==> src/rtl/keys_pkg.sv <==
// Shared sizing helpers and the event packing layout for the key debouncer.
// An event is packed as {idx, make}, with make in bit 0.
package keys_pkg;

  function automatic int clog2(input int v);
    int r;
    r = 0;
    while ((1 << r) < v) r++;
    return r;
  endfunction

  function automatic int idx_w(input int keys);
    return (keys <= 1) ? 1 : clog2(keys);
  endfunction

  function automatic int cnt_w(input int dc);
    return clog2(dc + 1);
  endfunction

  function automatic int lvl_w(input int depth);
    return clog2(depth) + 1;
  endfunction

  function automatic int evt_w(input int keys);
    return idx_w(keys) + 1;
  endfunction

  function automatic bit params_ok(input int keys, input int dc, input int ss, input int depth);
    return (keys >= 1) && (keys <= 256) && (dc >= 1) && (ss >= 2) &&
           (depth >= 2) && ((depth & (depth - 1)) == 0);
  endfunction

endpackage

==> src/rtl/keys_debounce_evt_if.sv <==
// Key-change event stream: FWFT head with valid/ready, plus the queue occupancy.
interface keys_debounce_evt_if import keys_pkg::*; #(
  parameter int KEYS       = 61,
  parameter int FIFO_DEPTH = 8
);
  localparam int IDX_W = idx_w(KEYS);
  localparam int LVL_W = lvl_w(FIFO_DEPTH);

  logic             evt_valid_o;
  logic             evt_ready_i;
  logic [IDX_W-1:0] evt_key_o;
  logic             evt_make_o;
  logic [LVL_W-1:0] evt_level_o;

  modport master (output evt_valid_o, evt_key_o, evt_make_o, evt_level_o, input evt_ready_i);
  modport slave  (input evt_valid_o, evt_key_o, evt_make_o, evt_level_o, output evt_ready_i);
endinterface

==> src/rtl/keys_evt_fifo.sv <==
// Generic first-word-fall-through FIFO; a push into a full FIFO is taken only when a pop frees the slot.
module keys_evt_fifo import keys_pkg::*; #(
  parameter int WIDTH = 8,
  parameter int DEPTH = 8,
  localparam int AW   = clog2(DEPTH)
) (
  input  logic             clk_i,
  input  logic             rst_n_i,
  input  logic             push_i,
  input  logic [WIDTH-1:0] din_i,
  input  logic             pop_i,
  output logic [WIDTH-1:0] dout_o,
  output logic             full_o,
  output logic             empty_o,
  output logic [AW:0]      level_o
);
  logic [WIDTH-1:0] mem_q [DEPTH];
  logic [AW:0]      wr_ptr_q, rd_ptr_q;
  logic             do_push, do_pop;

  assign level_o = wr_ptr_q - rd_ptr_q;
  assign empty_o = (wr_ptr_q == rd_ptr_q);
  assign full_o  = (level_o == (AW+1)'(DEPTH));
  assign do_pop  = pop_i & ~empty_o;
  assign do_push = push_i & (~full_o | do_pop);
  assign dout_o  = mem_q[rd_ptr_q[AW-1:0]];

  always_ff @(posedge clk_i or negedge rst_n_i) begin
    if (!rst_n_i) begin
      wr_ptr_q <= '0;
      rd_ptr_q <= '0;
    end else begin
      if (do_push) wr_ptr_q <= wr_ptr_q + 1'b1;
      if (do_pop)  rd_ptr_q <= rd_ptr_q + 1'b1;
    end
  end

  // Storage needs no reset: nothing is read until the pointers say it was written.
  always_ff @(posedge clk_i) begin
    if (do_push) mem_q[wr_ptr_q[AW-1:0]] <= din_i;
  end
endmodule

==> src/rtl/keys_debounce_evt.sv <==
// Synchronise and integrate raw key switches, emit press/release strobes and
// a lowest-index-first queue of key-change events for the host report logic.
module keys_debounce_evt import keys_pkg::*; #(
  parameter int KEYS            = 61,
  parameter int DEBOUNCE_CYCLES = 50000,
  parameter int SYNC_STAGES     = 2,
  parameter int FIFO_DEPTH      = 8
) (
  input  logic            clk_i,
  input  logic            rst_n_i,
  input  logic [KEYS-1:0] keys_i,
  output logic [KEYS-1:0] keys_o,
  output logic [KEYS-1:0] press_o,
  output logic [KEYS-1:0] release_o,
  keys_debounce_evt_if.master evt
);
  localparam int IDX_W = idx_w(KEYS);
  localparam int CNT_W = cnt_w(DEBOUNCE_CYCLES);
  localparam int EVT_W = evt_w(KEYS);
  localparam int LVL_W = lvl_w(FIFO_DEPTH);

  if (!params_ok(KEYS, DEBOUNCE_CYCLES, SYNC_STAGES, FIFO_DEPTH)) begin : g_bad_params
    $error("keys_debounce_evt: illegal parameter set");
  end

  logic [SYNC_STAGES-1:0][KEYS-1:0] sync_q;
  logic [KEYS-1:0][CNT_W-1:0]       cnt_q, cnt_d;
  logic [KEYS-1:0]                  keys_q, keys_d, keys_dly_q, press_q, release_q;
  logic [KEYS-1:0]                  rep_q, rep_d, pend, s;
  logic [IDX_W-1:0]                 sel_idx;
  logic                             sel_vld, push, pop, full, empty;
  logic [EVT_W-1:0]                 head;
  logic [LVL_W-1:0]                 level;

  assign s = sync_q[SYNC_STAGES-1];

  // Any sample that agrees with the current level restarts the integration.
  always_comb begin
    cnt_d  = cnt_q;
    keys_d = keys_q;
    for (int k = 0; k < KEYS; k++) begin
      if (s[k] == keys_q[k]) begin
        cnt_d[k] = '0;
      end else if (cnt_q[k] == CNT_W'(DEBOUNCE_CYCLES - 1)) begin
        keys_d[k] = s[k];
        cnt_d[k]  = '0;
      end else begin
        cnt_d[k] = cnt_q[k] + CNT_W'(1);
      end
    end
  end

  // rep tracks what the host has been told; a key that bounces back clears its pend bit.
  assign pend = keys_q ^ rep_q;

  always_comb begin
    sel_idx = '0;
    sel_vld = 1'b0;
    for (int k = KEYS - 1; k >= 0; k--) begin
      if (pend[k]) begin
        sel_idx = IDX_W'(k);
        sel_vld = 1'b1;
      end
    end
  end

  assign pop  = ~empty & evt.evt_ready_i;
  assign push = sel_vld & (~full | pop);

  always_comb begin
    rep_d = rep_q;
    if (push) rep_d[sel_idx] = keys_q[sel_idx];
  end

  always_ff @(posedge clk_i or negedge rst_n_i) begin
    if (!rst_n_i) begin
      sync_q     <= '0;
      cnt_q      <= '0;
      keys_q     <= '0;
      keys_dly_q <= '0;
      press_q    <= '0;
      release_q  <= '0;
      rep_q      <= '0;
    end else begin
      sync_q     <= {sync_q[SYNC_STAGES-2:0], keys_i};
      cnt_q      <= cnt_d;
      keys_q     <= keys_d;
      keys_dly_q <= keys_q;
      press_q    <= keys_q & ~keys_dly_q;
      release_q  <= ~keys_q & keys_dly_q;
      rep_q      <= rep_d;
    end
  end

  keys_evt_fifo #(.WIDTH(EVT_W), .DEPTH(FIFO_DEPTH)) u_fifo (
    .clk_i   (clk_i),
    .rst_n_i (rst_n_i),
    .push_i  (push),
    .din_i   ({sel_idx, keys_q[sel_idx]}),
    .pop_i   (pop),
    .dout_o  (head),
    .full_o  (full),
    .empty_o (empty),
    .level_o (level)
  );

  assign keys_o          = keys_q;
  assign press_o         = press_q;
  assign release_o       = release_q;
  assign evt.evt_valid_o = ~empty;
  assign evt.evt_key_o   = head[EVT_W-1:1];
  assign evt.evt_make_o  = head[0];
  assign evt.evt_level_o = level;
endmodule

==> src/flat_wrapper.sv <==
// flat-port wrapper written by rule: the top's interface ports become plain ports
module keys_debounce_evt_flat import keys_pkg::*;
#(
  parameter int KEYS            = 61,
  parameter int DEBOUNCE_CYCLES = 50000,
  parameter int SYNC_STAGES     = 2,
  parameter int FIFO_DEPTH      = 8
)
  (clk_i, rst_n_i, keys_i, keys_o, press_o, release_o, evt_evt_valid_o, evt_evt_key_o, evt_evt_make_o, evt_evt_level_o, evt_evt_ready_i);
  keys_debounce_evt_if #(.KEYS(KEYS), .FIFO_DEPTH(FIFO_DEPTH)) evt_i ();
  input  logic clk_i;
  input  logic rst_n_i;
  input  logic [KEYS-1:0] keys_i;
  output logic [KEYS-1:0] keys_o;
  output logic [KEYS-1:0] press_o;
  output logic [KEYS-1:0] release_o;
  output wire logic [$bits(evt_i.evt_valid_o)-1:0] evt_evt_valid_o;
  output wire logic [$bits(evt_i.evt_key_o)-1:0] evt_evt_key_o;
  output wire logic [$bits(evt_i.evt_make_o)-1:0] evt_evt_make_o;
  output wire logic [$bits(evt_i.evt_level_o)-1:0] evt_evt_level_o;
  input wire logic [$bits(evt_i.evt_ready_i)-1:0] evt_evt_ready_i;
  assign evt_evt_valid_o = evt_i.evt_valid_o;
  assign evt_evt_key_o = evt_i.evt_key_o;
  assign evt_evt_make_o = evt_i.evt_make_o;
  assign evt_evt_level_o = evt_i.evt_level_o;
  assign evt_i.evt_ready_i = evt_evt_ready_i;
  keys_debounce_evt #(.KEYS(KEYS), .DEBOUNCE_CYCLES(DEBOUNCE_CYCLES), .SYNC_STAGES(SYNC_STAGES), .FIFO_DEPTH(FIFO_DEPTH)) u_core (.clk_i(clk_i), .rst_n_i(rst_n_i), .keys_i(keys_i), .keys_o(keys_o), .press_o(press_o), .release_o(release_o), .evt(evt_i));
endmodule
==> config.mk <==
export PLATFORM = sky130hd
export DESIGN_NAME = keys_debounce_evt_flat
export DESIGN_NICKNAME = d
export VERILOG_FILES = /design/src/rtl/keys_pkg.sv /design/src/rtl/keys_debounce_evt_if.sv /design/src/rtl/keys_evt_fifo.sv /design/src/rtl/keys_debounce_evt.sv /design/src/flat_wrapper.sv
export SDC_FILE = /design/constraint.sdc
export NUM_CORES = 2
export LEC_CHECK = 0
export ABC_AREA = 1
export CORE_UTILIZATION = 40
export DETAILED_ROUTE_END_ITERATION = 10
export DONT_BUFFER_PORTS = 1
export MAX_ROUTING_LAYER = met4
export PLACE_DENSITY = 0.57
export SLEW_MARGIN = 5
export SYNTH_ARGS = -nofsm -noshare
export SYNTH_HDL_FRONTEND = slang
export SYNTH_SLANG_ARGS = --single-unit
==> constraint.sdc <==
create_clock -name clk_i -period 13.9 [get_ports clk_i]
set_input_delay 2.78 -clock clk_i [delete_from_list [all_inputs] [get_ports clk_i]]
set_output_delay 2.78 -clock clk_i [all_outputs]
set_load 0.05 [all_outputs]
# After elaboration in Yosys (flattened, before gate mapping)
# Memories as Yosys holds them, arrays and structs flattened.
# Cells that the tools add are included.
[word_totals] reg_bits=1411 latch_bits=0 mem_bits_rw=56 romBits=0 input_bits=64 output_inout_bits=195 word_cells=708 mem_count=1
[mem_list] memory="u_core.u_fifo.mem_q" words=8 word_bits=7 read_ports=1 rd_ports_with_merged_regs=0 wr=1 line="keys_evt_fifo.sv:17" source="logic [WIDTH-1:0] mem_q [DEPTH];"
[op_classes] n_addsub=64 mul=0 div=0 magnitude_cmp=2 eq_ne=124 n_shift=0 n_mux=251 bitwise_logic=74 n_reduce_logical=62
[ops] operator="$mux W16" count=122
[ops] operator="$add A16 B1 Y16 const B" count=61
[ops] operator="$eq A16 B16 Y1 const B" count=61
[ops] operator="$mux W6" count=61
[ops] operator="$and A61 B61 Y61" count=2
[ops] operator="$not A61 Y61" count=2
[ops] operator="$reduce_and A2 Y1" count=61
[ops] operator="$mux W1" count=65
[ops] operator="$not A1 Y1" count=63
[ops] operator="$bwmux W61" count=1
[ops] operator="$eq A1 B1 Y1" count=61
[ops] operator="$xor A61 B61 Y61" count=1
[ops] operator="$add A4 B1 Y4 const B" count=2
[ops] operator="$lt A6 B7 Y1 const B" count=1
[ops] operator="$bmux W1 S6" count=1
[ops] operator="$demux W1 S6" count=1
[ops] operator="$ge A6 B1 Y1 const B" count=1
[ops] operator="$and A1 B1 Y1" count=4
[ops] operator="$eq A4 B4 Y1" count=1
[ops] operator="$eq A4 B4 Y1 const B" count=1
[ops] operator="$sub A4 B4 Y4" count=1
[ops] operator="$or A1 B1 Y1" count=2
[ops] operator="$logic_and A1 B1 Y1" count=1

# Depth between registers and ports, before layout
[logic_depth] ltp_word=67 ltp_mapped=74 mapped_depth_nobuf=72

# Cells and area by module
# Synthesis repeated with hierarchy kept, for this count alone.
[unflattened] cells_unflattened=7101 hier_area_um2=65208.8
[modules_own_cells] module="keys_debounce_evt" n_inst=1 cells_per_inst=6853 area_each_um2=62404.9 seq_area_each_um2=35108.7
[modules_own_cells] module="keys_evt_fifo" n_inst=1 cells_per_inst=248 area_each_um2=2803.9 seq_area_each_um2=1881.8

# Least setup slack after synthesis
# OpenSTA, ideal clock, no wires.
[synth_timing] kind="register to register" from="reg u_core.keys_q[59] (netlist: u_core.keys_o[59])" to="mem u_core.u_fifo.mem_q[0][0] (netlist name) (data pin)" setup_ns=0.260 t_arrival_ns=4.775 required_ns=13.640 path_slack_ns=8.865 stages_incl_launch_ff=72 n_path_buf=2 period_less_slack_ns=5.035 cell_sequence="dfrtp_1 > inv_1 > nand2_1 > nand2_1 > nand2_1 > nand2_1 > nand2_1 > nand2_1 > nand2_1 > nand2_1 > nand2_1 > nand2_1 > nand2_1 > nand2_1 > nand2_1 > nand2_1 > nand2_1 > nand2_1 > (+36 left out) > nand2_1 > nand2_1 > nand2_1 > nand2_1 > nand2_1 > nand2_1 > nand2_1 > nand2_2 > buf_2 > nand4_1 > nand2_1 > nor2_1 > nand2_1 > nand2_1 > nand2_1 > nor2_1 > nand2_2 > buf_6"
[synth_between] elab_chain_len=63
[synth_rtl] element="start, declared" line="keys_debounce_evt.sv:28" source="logic [KEYS-1:0] keys_q, keys_d, keys_dly_q, press_q, release_q;"
[synth_rtl] element="start signal, assigned" line="keys_debounce_evt.sv:87" source="keys_q <= keys_d;"
[synth_rtl] element="$xor A61 B61 Y61" line="keys_debounce_evt.sv:54" source="assign pend = keys_q ^ rep_q;"
[synth_rtl] element="$mux W6 (60 in series)" line="keys_debounce_evt.sv:60" source="if (pend[k]) begin"
[synth_rtl] element="$bmux W1 S6 *" line="keys_debounce_evt.sv:99" source=".din_i ({sel_idx, keys_q[sel_idx]}),"
[synth_rtl] element="$mux W1 (not written as such) *" line="keys_debounce_evt.sv:99"
[synth_rtl] element="via u_core.u_fifo.din_i[0]" line="keys_evt_fifo.sv:10" source="input logic [WIDTH-1:0] din_i,"
[synth_rtl] element="end, declared" line="keys_evt_fifo.sv:17"
# Mark *: on every way through the listed nets, which the timed path passes. The rest lies on a longest branch. The select of a mux whose other input is x is not followed.

# Worst setup path after layout
[layout_timing] from="reg u_core.keys_q[59] (netlist: u_core.keys_o[59])" to="reg u_core.rep_q[4]"
[layout_between] elab_chain_len=66 elab_cells_between_ends=130 classes_between="order compare (2); mux (125); bitwise (2); reduce/logical (1)"
[layout_rtl] element="$xor A61 B61 Y61" line="keys_debounce_evt.sv:54"
[layout_rtl] element="$mux W6 (60 in series)" line="keys_debounce_evt.sv:60"
[layout_rtl] element="$lt A6 B7 Y1 (not written as such) / $ge A6 B1 Y1 (equally long branches)" line="keys_debounce_evt.sv:72" source="if (push) rep_d[sel_idx] = keys_q[sel_idx];"
[layout_rtl] element="$logic_and A1 B1 Y1 (not written as such)" line="keys_debounce_evt.sv:72"
[layout_rtl] element="$mux W1 (not written as such)" line="keys_debounce_evt.sv:72"
[layout_rtl] element="$demux W1 S6"
[layout_rtl] element="$bwmux W61" line="keys_debounce_evt.sv:72"
[layout_rtl] element="end signal, assigned" line="keys_debounce_evt.sv:91" source="rep_q <= rep_d;"
[layout_rtl] element="end, declared" line="keys_debounce_evt.sv:29" source="logic [KEYS-1:0] rep_q, rep_d, pend, s;"
# Several ways; a longest one is shown, not always the timed one. The select of a mux whose other input is x is not followed.
# A chain may end at the register's enable or synchronous reset.

==> impl_results.md <==
* Clk root buf: clkbuf_16
* Hold_ws at between 300 and 400 ps
* Clk_skew at 50.29 ps
* DP Worst Slack at ~6700 ps
* Total gr overflow at 0
* Worst reg2reg startpoint: u_core.keys_o[59]$_DFFE_PN0P_
* Max_slew headroom at 18.68%
* I/O Buffers at 0
* Synth Area in Adders at roughly 1.3%
* Mean post-synth cell area at ~9.2 um^2
* Pwr dens at 129.2 nW/um^2
* Asr flop ratio synth at between 90% and 100%
* Die X at approximately 400 um
* Critical Path AT at 8050 ps
* Primary FF master, synth: dfrtp_1
* Final setup fails at 0
* Synth Cell Area at 64640 um^2
* Die ar. at 163200 um^2
* Filler Cell Count at ~15000
* TNS Setup at 0 ps
* Clock net sink count at 1467
* Reg-to-reg setup timing slack at ~6600 ps
* Final Net Count at 7301
* # resized after CTS at 0
* Hold Buf Count CTS at 0
* Skew-Pair Late Insertion Delay at roughly 830 ps
* Multi-input gate area in the final layout at around 24000 um^2
* DRC at 0
* Register area at ~37000 um^2
* Maximum buffer depth of the clock tree at 3
* Flops & latches, synth at between 1000 and 1500
* Post-synthesis net count at a little over 7000
* R2R depth at 71
* Synth Area in Compound Gates at 4.684%
* Hold WC Path Type: reg2reg
* Slew Viols, Final at 0
* First-pass GRT wire length at roughly 240000 um
* Worst setup EP type: register
* Slew @ Worst Pin at about 1200 ps
* Row count at approximately 150
* CP dominant cell by count: nand2_1
* Yosys cell types at 44
* Die Ht at ~400 um
* Starting Density at 40.26%
* Number of nets with antenna violations after routing at 0
* Run status: completed
* Avg WL per Cell at roughly 15 um
* Setup crit start kind: register
* Setup CP Type: reg2reg
* Max H-tree Level at 4
* Hold Path Depth at 0
* Worst EP required at roughly 15000 ps
* Reg2Reg Capture Point: u_core.rep_q[4]$_DFFE_PN0P_
* Worst-path maximum fanout at a little over 40
* Max Cap Violations at 0
* Multiplexer area fraction after synthesis at less than 1%
* Hold_sp: u_core.sync_q[27]$_DFF_PN0_
* Vias in the first global route at ~46000
* Drt via density at approximately 4.9
* FMAX at approximately 0.14 GHz
* Clk slew on worst S/H paths at 60 ps
* TritonCTS clock tree: yes
* Synth top area share at a little over half
* GP Congestion at between 0.8 and 0.9
* I/O Pins at 259
* List of most frequent post-synthesis cells: dfrtp_1 (1411), nor2_1 (1179), nand2_1 (1067)
* Post-CTS Setup Inserts at 0
* Largest net degree at the start of global routing at between 200 and 250
* Worst VDD drop at roughly 120 uV
* Post-Syn Instances at 7010
* CP max-delay cell: dfrtp_1
* Share of cells above drive strength 1 at under 10%
* Hold endpoint: u_core.s[27]$_DFF_PN0_
* Cells after DPL at between 9000 and 10000
* Layout area overhead at 13.96%
* GRT Util Overall at a little under a fifth
* Initial antenna violation count at 3
* Fin. Hold Viols at 0
* Synth Area in Simple Gates at 26.46%
* Total detailed-routing wirelength at between 100000 and 150000 um
* Xor/xnor share of the synthesized area at under 10%
* First-pass DRT Iterations at 6
* PnR worst setup slack at 6582 ps
* YS warnings at 0
* Core ar. at roughly 160000 um^2
* DRT iter0 DRCs at about 3000
* Cell taking the most area after synthesis: dfrtp_1
* Post-synth EDFFs at 56
* Main combinational cell family by area after synthesis: simple AND/OR/NAND/NOR gates
* Vias post-DR at 46410
* Tcrit/Tclk final at 52.65%
* Top-count cell post-synth: dfrtp_1
* Fin crit period at ~7300 ps
* Leak Pwr at about 32 nW
* Seq/Total Area, Yosys at between 50% and 60%
* Dpl hpwl at about 99000 um
* Finished Layout Cells at between 9000 and 10000
* RSZ-0062 raised after global routing: no
* Largest cells by area after synthesis: dfrtp_1 (55%), nor2_1 (6.8%), nand2_1 (6.2%)
* CTS buffer count at 160
* CP peak stage delay at ~900 ps
==> state kept, by name (all words and copies together) (netlist names), 56 cells and up <==
signal / cells
u_core.keys_dly_q: 61
u_core.release_o: 61
u_core.rep_q: 61
u_core.sync_q: 61
u_core.u_fifo.mem_q: 56
u_core.cnt_q: 976
u_core.keys_o: 61
u_core.s: 61
u_core.press_o: 61
==> placed cells by master, fill, tap and decap left out, drive strengths merged, types with 56 or more instances in the layout <==
cell type and instances:
dfrtp 1411, nor2 1179, nand2 1071, inv 818, nor3b 470, nor3 336, nand3 289, a21oi 255
xor2 228, clkbuf 225, o21ai 154, nand4 150, xnor2 127, nor4 121, buf 91, ha 66
edfxtp 56
==> per-stage QoR <==
stage | cell area (um^2) | power, W | util, %
floorplan | 64640 | 0.004832 | -
global route | 73670 | 0.009913 | 45.88
CTS | 73640 | 0.009676 | 45.86
finish | 73670 | 0.009517 | 45.88
detailed placement | 67850 | 0.005050 | 42.26
global placement | 67850 | 0.005040 | 42.26
==> kinds of logic (layout without fill, tap and decap cells) <==
logic type / after synthesis / count (layout)
simple gates: 3660 / 3660
flops: 1467 / 1467
buf+inv: 911 / 1204
compound gates: 543 / 543
xor+xnor: 355 / 355
fa+ha+maj: 67 / 67
mux: 7 / 7
other cells: 0 / 2
==> how the worst max path moves through the flow <==
| stage | startpoint | endpoint | slack (ps) | depth (start not counted) |
|---|---|---|---|---|
| after detailed placement | u_core.keys_o[59]$_DFFE_PN0P_ | u_core.rep_q[40]$_DFFE_PN0P_ | 6650 | 71 |
| after CTS | u_core.keys_o[59]$_DFFE_PN0P_ | u_core.rep_q[40]$_DFFE_PN0P_ | 6630 | 71 |
| after global placement | u_core.keys_o[59]$_DFFE_PN0P_ | u_core.rep_q[19]$_DFFE_PN0P_ | 6770 | 71 |
| after floorplan | u_core.keys_o[59]$_DFFE_PN0P_ | u_core.u_fifo.mem_q[0][0]$_DFFE_PP_ | 8870 | 71 |
| final | u_core.keys_o[59]$_DFFE_PN0P_ | u_core.rep_q[4]$_DFFE_PN0P_ | 6580 | 71 |
| after global routing | u_core.keys_o[59]$_DFFE_PN0P_ | u_core.rep_q[12]$_DFFE_PN0P_ | 5690 | 71 |
==> critical path: cells and delay by family, from the launching register on <==
family | cells | cell delay [ps]
AO/OA/AOI/OAI | 2 | 360
buffers and inverters | 2 | 690
flip-flops | 1 | 890
AND/OR/NAND/NOR | 67 | 5250
==> power by group <==
| group | internal, W | leakage (nW) | switching, W |
|---|---|---|---|
| Combinational | 0.000145 | 9.72 | 0.000406 |
| Clock | 0.00272 | 2.81 | 0.00183 |
| Sequential | 0.00436 | 19.9 | 0.0000537 |
==> final cells by class <==
type	count	share of cell area (%)
diodes	2	0.006794
clock buffers	225	6.220
clock inverters	70	1.632
inverters	818	4.168
multi-input cells	4632	32.97
flip-flops and latches	1467	50.21
well taps	2160	3.669
repair buffers	91	1.118
==> layer usage <==
layer,global-route usage (%),part of all wire (%),vias up
li1,-,-,23326
met1,24.14,47,22182
met2,28.84,46,700
met3,3.284,4.6,202
met4,5.416,2.3,0
met5,-,0,-
(Power assumes the default switching activity.)
